$ cat config.mk
export PLATFORM = sky130hd
export DESIGN_NAME = uart_hamming_tx
export DESIGN_NICKNAME = d
export VERILOG_FILES = /design/src/rtl/uart_hamming_tx.sv
export SDC_FILE = /design/constraint.sdc
export NUM_CORES = 1
export LEC_CHECK = 0
export BUFFER_PORTS_ARGS = -buffer_cell sky130_fd_sc_hd__clkbuf_2
export CAP_MARGIN = 40
export CORE_AREA = 2 2 51 53
export CTS_CLUSTER_DIAMETER = 60
export DETAILED_ROUTE_END_ITERATION = 8
export DIE_AREA = 0 0 53 55
export GPL_TIMING_DRIVEN = 0
export HOLD_SLACK_MARGIN = 0.1
export PLACE_DENSITY = 0.78
export SLEW_MARGIN = 20
export SYNTH_ARGS = -nofsm -noshare
export SYNTH_HDL_FRONTEND = slang
export SYNTH_SLANG_ARGS = --single-unit
$ cat constraint.sdc
create_clock -name clk -period 2.38 [get_ports clk]
set_input_delay 0.238 -clock clk [delete_from_list [all_inputs] [get_ports clk]]
set_output_delay 0.238 -clock clk [all_outputs]
set_load 0.005 [all_outputs]
$ cat src/rtl/uart_hamming_tx.sv
// uart_hamming_tx: Hamming(7,4) encoding UART transmitter, start + 7 data bits LSB first + stop bit(s).
// Optional one-entry codeword hold buffer enabled by defining TX_HOLD_BUFFER_EN.
module uart_hamming_tx #(
    parameter int CLKS_PER_BIT = 8,
    parameter int STOP_BITS    = 1
) (
    input  logic       clk,
    input  logic       rst_n,
    input  logic       ena,
    input  logic [3:0] data_in,
    input  logic       valid_in,
    output logic       ready_out,
    output logic       tx,
    output logic [1:0] state_out,
    output logic       busy_out
);
    typedef enum logic [1:0] {IDLE = 2'b00, START = 2'b01, DATA = 2'b10, STOP = 2'b11} state_t;

    state_t     state_q;
    logic [7:0] clk_cnt_q;
    logic [2:0] bit_cnt_q;
    logic [6:0] shift_q;
    logic       tx_q;
    logic [6:0] cw_d;
    logic       xfer;
    logic       bit_done;
    logic       last_stop;

    function automatic logic [6:0] encode(input logic [3:0] d);
        return {d[3], d[2], d[1], d[1] ^ d[2] ^ d[3], d[0], d[0] ^ d[2] ^ d[3], d[0] ^ d[1] ^ d[3]};
    endfunction

    assign cw_d      = encode(data_in);
    assign xfer      = ena && valid_in && ready_out;
    assign bit_done  = clk_cnt_q == 8'(CLKS_PER_BIT - 1);
    assign last_stop = bit_done && bit_cnt_q == 3'(STOP_BITS - 1);

`ifdef TX_HOLD_BUFFER_EN
    logic       hold_full_q;
    logic [6:0] hold_q;
    assign ready_out = !hold_full_q;
`else
    assign ready_out = state_q == IDLE;
`endif

    assign tx        = tx_q;
    assign state_out = state_q;
    assign busy_out  = state_q != IDLE;

    // Frame sequencer: bit timing, codeword shifting and the registered serial line.
    always_ff @(posedge clk or negedge rst_n) begin
        if (!rst_n) begin
            state_q   <= IDLE;
            clk_cnt_q <= '0;
            bit_cnt_q <= '0;
            shift_q   <= '0;
            tx_q      <= 1'b1;
`ifdef TX_HOLD_BUFFER_EN
            hold_full_q <= 1'b0;
            hold_q      <= '0;
`endif
        end else if (ena) begin
            case (state_q)
                IDLE: begin
                    tx_q <= 1'b1;
                    if (xfer) begin
                        state_q   <= START;
                        clk_cnt_q <= '0;
                        bit_cnt_q <= '0;
                        shift_q   <= cw_d;
                        tx_q      <= 1'b0;
                    end
                end
                START: begin
                    clk_cnt_q <= bit_done ? 8'd0 : clk_cnt_q + 8'd1;
                    if (bit_done) begin
                        state_q   <= DATA;
                        bit_cnt_q <= '0;
                        tx_q      <= shift_q[0];
                    end
                end
                DATA: begin
                    clk_cnt_q <= bit_done ? 8'd0 : clk_cnt_q + 8'd1;
                    if (bit_done) begin
                        if (bit_cnt_q == 3'd6) begin
                            state_q   <= STOP;
                            bit_cnt_q <= '0;
                            tx_q      <= 1'b1;
                        end else begin
                            bit_cnt_q <= bit_cnt_q + 3'd1;
                            shift_q   <= {1'b0, shift_q[6:1]};
                            tx_q      <= shift_q[1];
                        end
                    end
                end
                STOP: begin
                    clk_cnt_q <= bit_done ? 8'd0 : clk_cnt_q + 8'd1;
                    if (last_stop) begin
                        bit_cnt_q <= '0;
`ifdef TX_HOLD_BUFFER_EN
                        if (hold_full_q) begin
                            state_q <= START;
                            shift_q <= hold_q;
                            tx_q    <= 1'b0;
                        end else begin
                            state_q <= IDLE;
                        end
`else
                        state_q <= IDLE;
`endif
                    end else if (bit_done) begin
                        bit_cnt_q <= bit_cnt_q + 3'd1;
                    end
                end
                default: begin
                    state_q   <= IDLE;
                    clk_cnt_q <= '0;
                    bit_cnt_q <= '0;
                    tx_q      <= 1'b1;
                end
            endcase
`ifdef TX_HOLD_BUFFER_EN
            // A nibble taken mid-frame parks in the hold slot; the slot empties when the next frame starts from it.
            if (xfer && state_q != IDLE) begin
                hold_q      <= cw_d;
                hold_full_q <= 1'b1;
            end else if (state_q == STOP && last_stop && hold_full_q) begin
                hold_full_q <= 1'b0;
            end
`endif
        end
    end
endmodule

### Word-level counts from Yosys, hierarchy flattened

Index checks and enable logic that the tools add are counted.

| word-level totals | value |
|---|---|
| flip-flop bits (word level) | 21 |
| input port bits | 8 |
| logic and storage cells | 64 |
| output and inout bits | 5 |

| cells by class | value |
|---|---|
| equality and inequality tests | 12 |
| reduce and logical (&&, ||, !) cells | 14 |
| bitwise logic cells | 6 |
| $add $sub $neg | 2 |
| mux-type cells | 25 |

Operators with widths:

| kind | count |
|---|---|
| $mux W7 | 3 |
| $mux W3 | 6 |
| $mux W8 | 2 |
| $pmux W8 S2 | 1 |
| $pmux W7 S2 | 1 |
| $pmux W3 S4 | 1 |
| $mux W2 | 5 |
| $ne A2 B2 Y1 const B | 5 |
| $reduce_and A5 Y1 | 2 |
| $add A8 B1 Y8 const B | 1 |
| $eq A8 B3 Y1 const B | 1 |
| $pmux W2 S4 | 1 |
| $reduce_and A6 Y1 | 1 |
| $xor A1 B1 Y1 | 6 |
| $eq A2 B2 Y1 const B | 2 |
| $mux W1 | 4 |
| $reduce_and A4 Y1 | 1 |
| $reduce_bool A2 Y1 | 2 |
| $add A3 B1 Y3 const B | 1 |
| $eq A3 B3 Y1 const B | 1 |
| $logic_and A1 B1 Y1 | 3 |
| $logic_not A3 Y1 | 1 |
| $ne A3 B3 Y1 const B | 1 |
| $pmux W1 S3 | 1 |
| 6 further kinds | 6 |

### Depth between registers and ports, before layout

Gate-level depths: netlist of run 1.

| logic depth | value |
|---|---|
| depth in word-level cells | 4 |
| depth in mapped cells | 7 |
| depth with buffers taken out | 6 |

### Worst setup path after synthesis of run 1

OpenSTA, ideal clock, no wires.

| path | value |
|---|---|
| kind | register -> register |
| start point | register state_q[0] (netlist: state_out[0]) |
| end point | register shift_q[0] |
| path slack | 0.385 ns |
| clock period less this slack | 1.995 ns |
| data required time | 2.255 ns |
| stages on the path, launching flop included | 7 |
| setup time | 0.125 ns |
| arrival time | 1.870 ns |
| path through | dfrtp_1 > inv_1 > ha_1 > nand2b_2 > nand2_1 > o32ai_2 > mux2_2 |

| on the way | value |
|---|---|
| word-level cells in the longest chain between the ends | 4 |
| elaborated cells on any way between the ends | 9 |
| classes of those cells | eq/ne: 4; mux: 1; reduce/logical: 4 |

RTL lines:

| what | RTL line | text |
|---|---|---|
| start: declaration | 19 | `state_t state_q;` |
| start signal: assignment | 53 | `state_q <= IDLE;` |
| start signal: assignment | 67 | `state_q <= START;` |
| start signal: assignment | 77 | `state_q <= DATA;` |
| $logic_not A2 Y1 (*) | 43 | `assign ready_out = state_q == IDLE;` |
| via ready_out | 12 | `output logic ready_out,` |
| $logic_and A1 B1 Y1 | 34 | `assign xfer = ena && valid_in && ready_out;` |
| $ne A2 B1 Y1 (no line) | -- |  |
| $reduce_and A5 Y1 (no line) | -- |  |
| end signal: assignment | 70 | `shift_q <= cw_d;` |
| end signal: assignment | 91 | `shift_q <= {1'b0, shift_q[6:1]};` |
| end: declaration | 22 | `logic [6:0] shift_q;` |

Mark *: on every way through the listed nets, which the timed path passes. The rest lies on a longest branch.
A chain may end at the register's enable or synchronous reset.

### Worst setup path after layout of run 1

| path | value |
|---|---|
| start point | register state_q[0] (netlist: state_out[0]) |
| end point | register shift_q[3] |

| on the way | value |
|---|---|
| word-level cells in the longest chain between the ends | 4 |
| elaborated cells on any way between the ends | 9 |
| classes of those cells | eq/ne: 4; mux: 1; reduce/logical: 4 |

RTL lines:

| what | RTL line |
|---|---|
| $logic_not A2 Y1 | 43, 63 |
| $logic_and A1 B1 Y1 | 34 |
| $ne A2 B1 Y1 (no line) | -- |
| $reduce_and A5 Y1 (no line) | -- |

Several ways; a longest one is shown, not always the timed one.

==> summary.txt, run 1 <==
Synth
  – Number of warnings reported in the yosys synthesis log: 0
  – Post-Syn Area: 1310 um^2
  – Number of flops mapped to enable cells by yosys: 0
  – Compound-Gate Fraction of Synth Area: 0.106
  – Library cells used by synthesis: 41
  – Cell count after synthesis: between 100 and 150
  – Post-Synthesis Mean Instance Area: 10.6 um^2
  – Async set-reset flop share out of synthesis: 1.00
  – Fraction of synthesized area in multiplexers: 0.154
  – Arithmetic-cell share of the synthesized area counting full adders, half adders and majority gates: 0.0763
  – Syn_nets: 140
  – Largest family of logic cells by synthesized area: simple AND/OR/NAND/NOR gates
  – Share of synthesized cell area in and, or, nand and nor gates: 0.170
  – Commonest register cell after synthesis: sky130_fd_sc_hd__dfrtp_1
  – Area share of xor/xnor cells in the synthesized design: 0.0601
  – Share of the yosys chip area belonging to registers: 0.402
  – Total of flip-flops plus latches after synthesis: 21

Timing
  – Slew Limit Headroom: 0.652
  – Endpoints failing setup: 0
  – Worst clock skew on the final layout: roughly 0.0032 ns
  – Crit path time final: 2.17 ns
  – Number of pins exceeding their max-slew limit in the final report: 0
  – Part of the cycle the worst path needs: 0.912
  – Total negative setup slack: 0 ns
  – Final hold violation count: 0
  – Slew at the pin closest to its max-slew limit: roughly 0.52 ns
  – Unrepaired setup endpoints after global routing: no
  – Maximum clock rate: around 0.46 GHz

Die
  – Core Rows: 18
  – Height of the die: ~55 um
  – Die area: 2920 um^2
  – Area of the core region: approximately 2400 um^2
  – Count of pins on the block boundary: 13
  – Initial core utilization: 0.554
  – Overall die width: 53 um

Placement
  – Placed cell count: around 170
  – Post-detail-place hpwl: about 1.8 mm
  – Port Buffers: 12
  – Weighted congestion reported at the end of routability-driven placement: between 0.7 and 0.8

Worst hold path
  – Startpoint of the lowest-slack hold path: data_in[0]
  – Type of the worst min-delay path: in2reg
  – Worst hold path endpoint: shift_q[2]
  – Hold Path Cell Cnt: 3

Finish
  – Seq. cell area: between 500 and 600 um^2
  – Fraction of final layout cells sized beyond drive strength 1: 0.277
  – Multi-input logic area: between 700 and 800 um^2
  – Filler Cells Inserted: a little over 200
  – Area growth syn-to-layout: 11.2%
  – Total number of nets in the final design: ~160
  – Post-layout instance count excluding filler cells: 171
  – Antenna diodes: 0
  – Final design utilization: 0.616
  – Most common library cell in the layout ignoring fill and taps: sky130_fd_sc_hd__dfrtp_1
  – Most used cells in the layout excluding fill and tap cells: 20 x sky130_fd_sc_hd__dfrtp_1, 13 x sky130_fd_sc_hd__mux2_2, 12 x sky130_fd_sc_hd__clkbuf_2

Setup path
  – Required time worst endpoint: 2.58 ns
  – Endpoint of the worst-slack reg-to-reg timing path: shift_q[3]
  – Type of element capturing the critical path: flip-flop
  – Launching element type of the critical path: flip-flop
  – Slowest stage delay, CP: between 0.4 and 0.5 ns
  – Max stage delay cell, worst path: sky130_fd_sc_hd__o32ai_4
  – WP data arrival: between 2 and 2.5 ns
  – Crit-path max FO: 9
  – Reg-to-reg slack, setup: about 0.21 ns
  – Worst-path cell chain: inv_1, ha_1, nand2b_2, nand2_1, o32ai_4, mux2_2
  – Origin of the critical flop-to-flop path: state_out[0]
  – Critical path class: reg2reg
  – Logic depth of the worst register-to-register path: 6
  – Beginning of the critical path: state_out[0]

Global routing
  – Global Route Usage Sum: 0.182
  – Antenna violations before repair: 0
  – Number of global-route vias before repair: approximately 900
  – Maximum number of pins on one net before global-route repair: 22
  – First-pass GRT wire length: approximately 3.9 mm
  – Global-route congestion overflow total: 0

Clock tree
  – CTS HTree Levels: 1
  – Inserted Clock Buffers: 3
  – Buffer type at the clock tree root: sky130_fd_sc_hd__clkbuf_4
  – Clock slew at reported path FFs: 0.12 ns
  – TritonCTS clock tree: yes
  – Clock sink count: 21
  – Latest clock arrival within the worst-skew pair: about 0.3 ns
  – Clock Tree Buf Depth: 2
  – Post-CTS setup repair buffer count: 0

Routing
  – Number of optimization iterations in the first detailed-route pass: 4
  – Via count: a little under 1000
  – DR DRC count: 0
  – Residual antenna-violating net count after detailed routing: 0
  – Total wire length after detailed routing: 2.32 mm
  – Via/cell ratio: 5.71
  – Drt initial violations: 16
  – Routed length per instance: 13.6 um

Power
  – Leak: about 0.00066 uW
  – Cell Pwr Density: ~1200 nW/um^2
  – Max VDD drop: between 0.7 and 0.8 mV

Run
  – Number of max-cap violations: 0

Outcome
  – Run status: finished, final reports clean
## routing by layer
layer / vias up / GRT usage / share of wire
met4: 0 / 0.0769 / 0.014
li1: 479 / - / -
met3: 6 / 0.0403 / 0.042
met2: 20 / 0.300 / 0.49
met1: 471 / 0.233 / 0.46
met5: - / 0 / 0
## cell type report
| class | count | share of cell area |
|---|---|---|
| sequential | 21 | 0.361 |
| multi-input combinational | 92 | 0.517 |
| buffer | 3 | 0.00858 |
| inverter | 8 | 0.0206 |
| clock inverter | 1 | 0.00343 |
| tap | 30 | 0.0258 |
| timing repair buffer | 13 | 0.0481 |
| clock buffer | 3 | 0.0155 |
## where the power goes
| part | internal [uW] | switching [uW] | total (uW) |
|---|---|---|---|
| Clock | 62.7 | 110 | 173 |
| Combinational | 443 | 452 | 895 |
| Sequential | 510 | 121 | 632 |
## worst max path at each step
stage | slack [ns] | cells past startpoint | endpoint
floorplan | 0.39 | 6 | shift_q[0]
finish | 0.21 | 6 | shift_q[3]
detailed placement | 0.09 | 6 | shift_q[1]
global route | 0.06 | 7 | shift_q[1]
global placement | 0.17 | 6 | shift_q[1]
CTS | 0.08 | 6 | shift_q[3]
## kinds of logic (layout without fill, tap and decap cells)
kind of cell | Yosys count | after routing
AND/OR/NAND/NOR | 39 | 39
flip-flops | 21 | 21
AO/OA/AOI/OAI | 18 | 18
multiplexers | 18 | 18
buffers and inverters | 11 | 28
XOR/XNOR | 9 | 9
adder cells (fa/ha/maj) | 8 | 8
## metrics by stage
stage                     area (um^2)  hold WS, ns  setup slack [ns]  total power [uW]
after floorplan                  1310      -0.0576             0.385              1310
after global placement           1410        0.232             0.167              1480
after detailed placement         1410        0.242            0.0943              1520
after CTS                        1450        0.307            0.0777              1700
after global routing             1460        0.322            0.0612              1850
final                            1460        0.311             0.209              1700
## registers in the layout (all words and copies together) (netlist names)
name	cells
state_out	2
bit_cnt_q	3
clk_cnt_q	8
shift_q	7
tx	1
## synth_stat cells, types with 2 or more instances
master                     number  share of area
sky130_fd_sc_hd__mux2i_1        4          0.031
sky130_fd_sc_hd__nand3_1        7          0.027
sky130_fd_sc_hd__inv_1          8          0.023
sky130_fd_sc_hd__nand2_1        8          0.023
sky130_fd_sc_hd__o21ai_0        3          0.011
sky130_fd_sc_hd__nor2_1         8          0.023
sky130_fd_sc_hd__mux2_2        13           0.11
sky130_fd_sc_hd__ha_1           8          0.076
sky130_fd_sc_hd__nand4_1        4          0.019
sky130_fd_sc_hd__xor2_1         5          0.033
sky130_fd_sc_hd__xnor2_1        4          0.027
sky130_fd_sc_hd__dfrtp_1       20           0.38
sky130_fd_sc_hd__a21oi_1        3          0.011
sky130_fd_sc_hd__clkbuf_1       2         0.0057
## worst max-delay path: cells and delay by family (launching register included)
kind	cells	cell delay, ns
AO/OA/AOI/OAI	1	0.46
adder cells (fa/ha/maj)	1	0.30
multiplexers	1	0.39
buffers and inverters	1	0.10
flip-flops	1	0.42
AND/OR/NAND/NOR	2	0.40
## what timing repair did
action | in CTS | in global routing
gates resized for setup | 0 | 1
hold buffers | 1 | 0
hold endpoints to repair | 20 | 0
endpoints found under the setup margin | 0 | 7
Note: power is estimated with default switching activity, not from simulation.
==> run 2, diff against run 1 <==
Settings changed: BUFFER_PORTS_ARGS -buffer_cell sky130_fd_sc_hd__clkbuf_2 to unset, CORE_AREA 2 2 51 53 to 2 2 50 52, DIE_AREA 0 0 53 55 to 0 0 52 54, DONT_BUFFER_PORTS set to 1, PLACE_DENSITY 0.78 to 0.74.
==> summary.txt, run 2 (same netlist as run 1, synthesis figures left out) <==
Global routing
  – Antenna violations before repair: 0 (unchanged)
  – Maximum number of pins on one net before global-route repair: 22 (unchanged)
  – Global-route congestion overflow total: 0 (unchanged)
  – First-pass GRT wire length: 4.20 mm (was 3.86 mm)
  – Number of global-route vias before repair: 946 (was 921)
  – Global Route Usage Sum: 0.203 (was 0.182)

Setup path
  – WP data arrival: 2.47 ns (was 2.37 ns)
  – Endpoint of the worst-slack reg-to-reg timing path: shift_q[5] (was shift_q[3])
  – Critical path class: reg2reg (unchanged)
  – Launching element type of the critical path: flip-flop (unchanged)
  – Required time worst endpoint: 2.57 ns (was 2.58 ns)
  – Logic depth of the worst register-to-register path: 8 (was 6)
  – Type of element capturing the critical path: flip-flop (unchanged)
  – Origin of the critical flop-to-flop path: state_out[0] (unchanged)
  – Reg-to-reg slack, setup: 0.1 ns (was 0.21 ns)
  – Crit-path max FO: 7 (was 9)

Clock tree
  – Latest clock arrival within the worst-skew pair: 0.30 ns (about the same)
  – Clock Tree Buf Depth: 2 (unchanged)
  – Clock sink count: 21 (unchanged)
  – Clock slew at reported path FFs: 0.12 ns (about the same)
  – TritonCTS clock tree: yes (unchanged)
  – Buffer type at the clock tree root: sky130_fd_sc_hd__clkbuf_4 (unchanged)
  – Inserted Clock Buffers: 3 (unchanged)
  – CTS HTree Levels: 1 (unchanged)

Timing
  – Maximum clock rate: 0.438 GHz (was 0.461 GHz)
  – Endpoints failing setup: 0 (unchanged)
  – Unrepaired setup endpoints after global routing: no (unchanged)
  – Number of pins exceeding their max-slew limit in the final report: 0 (unchanged)
  – Slew Limit Headroom: 0.707 (was 0.652)
  – Slew at the pin closest to its max-slew limit: 0.439 ns (was 0.522 ns)
  – Part of the cycle the worst path needs: 0.959 (was 0.912)
  – Worst clock skew on the final layout: 0.00501 ns (was 0.00324 ns)
  – Final hold violation count: 0 (unchanged)
  – Fin Hold WS: 0.205 ns (was 0.311 ns)
  – Crit path time final: 2.28 ns (was 2.17 ns)
  – Total negative setup slack: 0 ns (unchanged)

Finish
  – Area growth syn-to-layout: 9.06% (was 11.2%)
  – Fraction of final layout cells sized beyond drive strength 1: 0.221 (was 0.277)
  – Antenna diodes: 0 (unchanged)
  – Largest register by flop count: clk_cnt_q (unchanged)
  – Total number of nets in the final design: 148 (was 158)
  – Max FFs per register: 8 (unchanged)
  – Most used cells in the layout excluding fill and tap cells: 20 x sky130_fd_sc_hd__dfrtp_1, 13 x sky130_fd_sc_hd__mux2_2, 8 x sky130_fd_sc_hd__inv_1, 8 x sky130_fd_sc_hd__nor2_1, 8 x sky130_fd_sc_hd__ha_1 (was 20 x sky130_fd_sc_hd__dfrtp_1, 13 x sky130_fd_sc_hd__mux2_2, 12 x sky130_fd_sc_hd__clkbuf_2)
  – Most common library cell in the layout ignoring fill and taps: sky130_fd_sc_hd__dfrtp_1 (unchanged)
  – Largest regs: clk_cnt_q x8, shift_q x7, bit_cnt_q x3 (unchanged)

Worst hold path
  – Type of the worst min-delay path: in2reg (unchanged)
  – Hold Path Cell Cnt: 2 (was 3)
  – Startpoint of the lowest-slack hold path: data_in[3] (was data_in[0])
  – Worst hold path endpoint: shift_q[6] (was shift_q[2])

Placement
  – Weighted congestion reported at the end of routability-driven placement: 0.812 (was 0.789)
  – Port Buffers: 0 (was 12)
  – Post-detail-place hpwl: 1.83 mm (was 1.79 mm)

Die
  – Height of the die: 54 um (was 55 um)
  – Die area: 2810 um^2 (was 2920 um^2)
  – Initial core utilization: 0.565 (was 0.554)
  – Area of the core region: 2320 um^2 (was 2360 um^2)
  – Overall die width: 52 um (was 53 um)
  – Count of pins on the block boundary: 13 (unchanged)
  – Core Rows: 18 (unchanged)

Routing
  – Via/cell ratio: 5.86 (was 5.71)
  – Total wire length after detailed routing: 2.52 mm (was 2.32 mm)
  – Number of optimization iterations in the first detailed-route pass: 5 (was 4)
  – Via count: 943 (was 976)
  – Residual antenna-violating net count after detailed routing: 0 (unchanged)
  – Drt initial violations: 14 (was 16)
  – DR DRC count: 0 (unchanged)
  – Routed length per instance: 15.6 um (was 13.6 um)

Power
  – Cell Pwr Density: 1190 nW/um^2 (was 1170 nW/um^2)
  – Max VDD drop: 0.844 mV (was 0.753 mV)
  – Leak: 0.000623 uW (was 0.000661 uW)

Run
  – Number of max-cap violations: 0 (unchanged)

Outcome
  – Run status: finished, final reports clean (unchanged)
## run 2: cell types whose count changed in the layout (fill, tap and decap cells not counted), sizes merged
cell and change:
clkinv -1, clkbuf -11, buf +2
## run 2: area by class of cell
type / count / area (um^2)
plain buffers: 3 / 12.5
inverters: 8 / 30.0
fillers: 198 / 890
flip-flops and latches: 21 / 527
multi-input cells: 92 / 756
clock buffers: 4 / 26.3
repair buffers: 3 / 41.3
well taps: 30 / 37.5
## run 2: how the worst max path moves through the flow
stage                     depth (start not counted)         end          from
after floorplan                                   6  shift_q[0]  state_out[0]
after global placement                            6  shift_q[6]  state_out[0]
after detailed placement                          6  shift_q[4]  state_out[0]
after CTS                                         6  shift_q[5]  state_out[0]
after global routing                              8  shift_q[5]  state_out[0]
final                                             8  shift_q[5]  state_out[0]
## run 2: critical path: stages (launching register included)
cell,delay (ns)
sky130_fd_sc_hd__dfrtp_1,0.46
sky130_fd_sc_hd__inv_1,0.14
sky130_fd_sc_hd__ha_1,0.16
sky130_fd_sc_hd__buf_2,0.19
sky130_fd_sc_hd__a21boi_0,0.39
sky130_fd_sc_hd__nand3_1,0.20
sky130_fd_sc_hd__o32ai_4,0.16
sky130_fd_sc_hd__buf_12,0.16
sky130_fd_sc_hd__mux2_2,0.32
## run 2: what timing repair did
action	4_1_cts	5_1_grt
hold buffers	1	0
cloned	0	0
pin swaps	0	1
endpoints found under the setup margin	7	7
buffers inserted	0	1
gates resized for setup	1	1
hold endpoints to repair	21	0
## run 2: power breakdown
part / total, uW / switching [uW] / internal, uW
clock: 169 / 104 / 65.2
sequential: 640 / 130 / 511
combinational: 889 / 454 / 435
## run 2: layer usage
layer,part of all wire,wire length (um),global-route usage
met2,0.50,1270,0.344
met1,0.45,1130,0.258
met5,0,0,0
met3,0.040,100,0.0444
met4,0.0080,20,0.0658
## run 2: per-stage QoR
stage	total power [uW]	instance area (um^2)	worst slack [ns]	cells	utilization
CTS	1680	1400	0.123	159	0.602
floorplan	1310	1310	0.385	124	-
global route	1850	1430	0.00811	161	0.617
global placement	1430	1350	0.0960	154	0.581
finish	1700	1430	0.0968	161	0.617
detailed placement	1480	1350	0.00915	154	0.581
==> run 3, diff against run 2 <==
Settings changed: GPL_TIMING_DRIVEN 0 to unset.
==> summary.txt, run 3 (same netlist as run 1, synthesis figures left out) <==
Routing
  – Number of optimization iterations in the first detailed-route pass: 4 (was 5)
  – Via/cell ratio: 5.84 (was 5.86)
  – Routed length per instance: 15.3 um (was 15.6 um)
  – Via count: 940 (was 943)
  – Residual antenna-violating net count after detailed routing: 0 (unchanged)
  – Total wire length after detailed routing: 2.46 mm (was 2.52 mm)
  – DR DRC count: 0 (unchanged)
  – Drt initial violations: 13 (was 14)

Placement
  – Post-detail-place hpwl: 1.89 mm (was 1.83 mm)
  – Port Buffers: 0 (unchanged)
  – Weighted congestion reported at the end of routability-driven placement: 0.757 (was 0.812)
  – Placed cell count: 154 (unchanged)

Finish
  – Antenna diodes: 0 (unchanged)
  – Area growth syn-to-layout: 7.54% (was 9.06%)
  – Total number of nets in the final design: 148 (unchanged)
  – Most common library cell in the layout ignoring fill and taps: sky130_fd_sc_hd__dfrtp_1 (unchanged)
  – Largest regs: clk_cnt_q x8, shift_q x7, bit_cnt_q x3 (unchanged)
  – Most used cells in the layout excluding fill and tap cells: 20 x sky130_fd_sc_hd__dfrtp_1, 13 x sky130_fd_sc_hd__mux2_2 (was 20 x sky130_fd_sc_hd__dfrtp_1, 13 x sky130_fd_sc_hd__mux2_2, 8 x sky130_fd_sc_hd__inv_1, 8 x sky130_fd_sc_hd__nor2_1, 8 x sky130_fd_sc_hd__ha_1)
  – Largest register by flop count: clk_cnt_q (unchanged)
  – Post-layout instance count excluding filler cells: 161 (unchanged)
  – Fraction of final layout cells sized beyond drive strength 1: 0.221 (unchanged)
  – Max FFs per register: 8 (unchanged)

Setup path
  – Reg-to-reg slack, setup: 0.36 ns (was 0.1 ns)
  – Required time worst endpoint: 2.59 ns (was 2.57 ns)
  – Crit-path max FO: 7 (unchanged)
  – Origin of the critical flop-to-flop path: state_out[0] (unchanged)
  – Endpoint of the worst-slack reg-to-reg timing path: shift_q[4] (was shift_q[5])
  – Logic depth of the worst register-to-register path: 7 (was 8)
  – Launching element type of the critical path: flip-flop (unchanged)
  – Critical path capture point: shift_q[4] (was shift_q[5])
  – WP data arrival: 2.23 ns (was 2.47 ns)
  – Critical path class: reg2reg (unchanged)
  – Type of element capturing the critical path: flip-flop (unchanged)
  – Beginning of the critical path: state_out[0] (unchanged)

Power
  – Max VDD drop: 0.793 mV (was 0.844 mV)
  – Portion of total power attributed to combinational logic: 0.513 (was 0.524)
  – Cell Pwr Density: 1190 nW/um^2 (about the same)
  – Relative contribution of sequential cells to total power: 0.382 (was 0.377)
  – Part of the total power dissipated in the clock network: 0.105 (was 0.099)
  – Sw frac: 0.404 (was 0.405)
  – Switch Pwr: 676 uW (was 687 uW)
  – Leak: 0.000624 uW (was 0.000623 uW)
  – Internal power contribution: 999 uW (was 1010 uW)

Timing
  – Worst clock skew on the final layout: 0.00500 ns (was 0.00501 ns)
  – Unrepaired setup endpoints after global routing: no (unchanged)
  – Number of pins exceeding their max-slew limit in the final report: 0 (unchanged)
  – Total negative setup slack: 0 ns (unchanged)
  – Part of the cycle the worst path needs: 0.850 (was 0.959)
  – Slew Limit Headroom: 0.688 (was 0.707)
  – Fin Hold WS: 0.167 ns (was 0.205 ns)
  – Crit path time final: 2.02 ns (was 2.28 ns)
  – Maximum clock rate: 0.494 GHz (was 0.438 GHz)
  – Endpoints failing setup: 0 (unchanged)
  – Slew at the pin closest to its max-slew limit: 0.468 ns (was 0.439 ns)
  – Final hold violation count: 0 (unchanged)

Global routing
  – Antenna violations before repair: 0 (unchanged)
  – Number of global-route vias before repair: 951 (was 946)
  – Global-route congestion overflow total: 0 (unchanged)
  – Maximum number of pins on one net before global-route repair: 22 (unchanged)
  – First-pass GRT wire length: 4.31 mm (was 4.20 mm)
  – Global Route Usage Sum: 0.213 (was 0.203)

Clock tree
  – Clock slew at reported path FFs: 0.12 ns (about the same)
  – Number of buffers inserted for hold repair after clock tree synthesis: 2 (was 1)
  – Inserted Clock Buffers: 3 (unchanged)
  – Clock Tree Buf Depth: 2 (unchanged)
  – TritonCTS clock tree: yes (unchanged)
  – CTS HTree Levels: 1 (unchanged)
  – Clock sink count: 21 (unchanged)
  – PostCTS Resize Cnt: 0 (was 1)
  – Buffer type at the clock tree root: sky130_fd_sc_hd__clkbuf_4 (unchanged)
  – Post-CTS setup repair buffer count: 0 (unchanged)
  – Latest clock arrival within the worst-skew pair: 0.31 ns (was 0.30 ns)

Worst hold path
  – Type of the worst min-delay path: in2reg (unchanged)

Outcome
  – Run status: finished, final reports clean (unchanged)

Run
  – Number of max-cap violations: 0 (unchanged)

Die
  – Count of pins on the block boundary: 13 (unchanged)
  – Area of the core region: 2320 um^2 (unchanged)
  – Die area: 2810 um^2 (unchanged)
  – Core Rows: 18 (unchanged)
  – Overall die width: 52 um (unchanged)
  – Initial core utilization: 0.565 (unchanged)
  – Height of the die: 54 um (unchanged)
run 3: cell count changes in the layout (fill, tap and decap cells not counted):
cell | before | now
sky130_fd_sc_hd__buf_12 | 1 | 0
sky130_fd_sc_hd__clkbuf_1 | 3 | 1
sky130_fd_sc_hd__o32ai_4 | 1 | 0
sky130_fd_sc_hd__o32ai_2 | 0 | 1
sky130_fd_sc_hd__buf_6 | 1 | 0
sky130_fd_sc_hd__dlygate4sd3_1 | 1 | 2
sky130_fd_sc_hd__buf_4 | 0 | 3
sky130_fd_sc_hd__nand2_1 | 7 | 8
sky130_fd_sc_hd__nand2_2 | 1 | 0
run 3: power by group through the flow:
stage	clock network (uW)	logic, uW	registers [uW]
CTS	182	862	640
global placement	0	815	636
detailed placement	0	849	648
floorplan	0	696	610
finish	176	858	640
global route	192	963	659
run 3: layer usage:
layer  track usage  vias up  wire length (um)
li1              -      453                 -
met1         0.253      463              1090
met2         0.373       19              1210
met3        0.0444        5               113
met4        0.0921        0                47
met5             0        -                 0
run 3: per-stage QoR:
stage	power (uW)	setup slack (ns)	cell area, um^2	utilization
4_1_cts	1680	0.349	1410	0.606
3_3_place_gp	1450	0.437	1360	0.586
5_1_grt	1810	0.179	1410	0.608
2_1_floorplan	1310	0.385	1310	-
6_report	1670	0.357	1410	0.608
3_5_place_dp	1500	0.380	1360	0.586
run 3: layout make-up:
class,instances,area (um^2)
Clock buffer,4,26.3
Inverter,8,30.0
Tap cell,30,37.5
Timing Repair Buffer,6,47.5
Sequential cell,21,527
Fill cell,192,910
Multi-Input combinational cell,92,742
run 3: worst min-delay path by stage:
stage	start	endpoint	cells after the start
6_report	ena	clk_cnt_q[7]	3
5_1_grt	ena	clk_cnt_q[7]	3
4_1_cts	ena	clk_cnt_q[7]	3
3_5_place_dp	rst_n	bit_cnt_q[1]	0
3_3_place_gp	rst_n	bit_cnt_q[0]	0
2_1_floorplan	rst_n	bit_cnt_q[0]	0
run 3: worst max-delay path: stages (launching register included):
cell	delay [ns]
sky130_fd_sc_hd__dfrtp_1	0.44
sky130_fd_sc_hd__inv_1	0.12
sky130_fd_sc_hd__ha_1	0.22
sky130_fd_sc_hd__a21boi_0	0.35
sky130_fd_sc_hd__nand3_1	0.15
sky130_fd_sc_hd__o32ai_2	0.11
sky130_fd_sc_hd__buf_4	0.20
sky130_fd_sc_hd__mux2_2	0.34
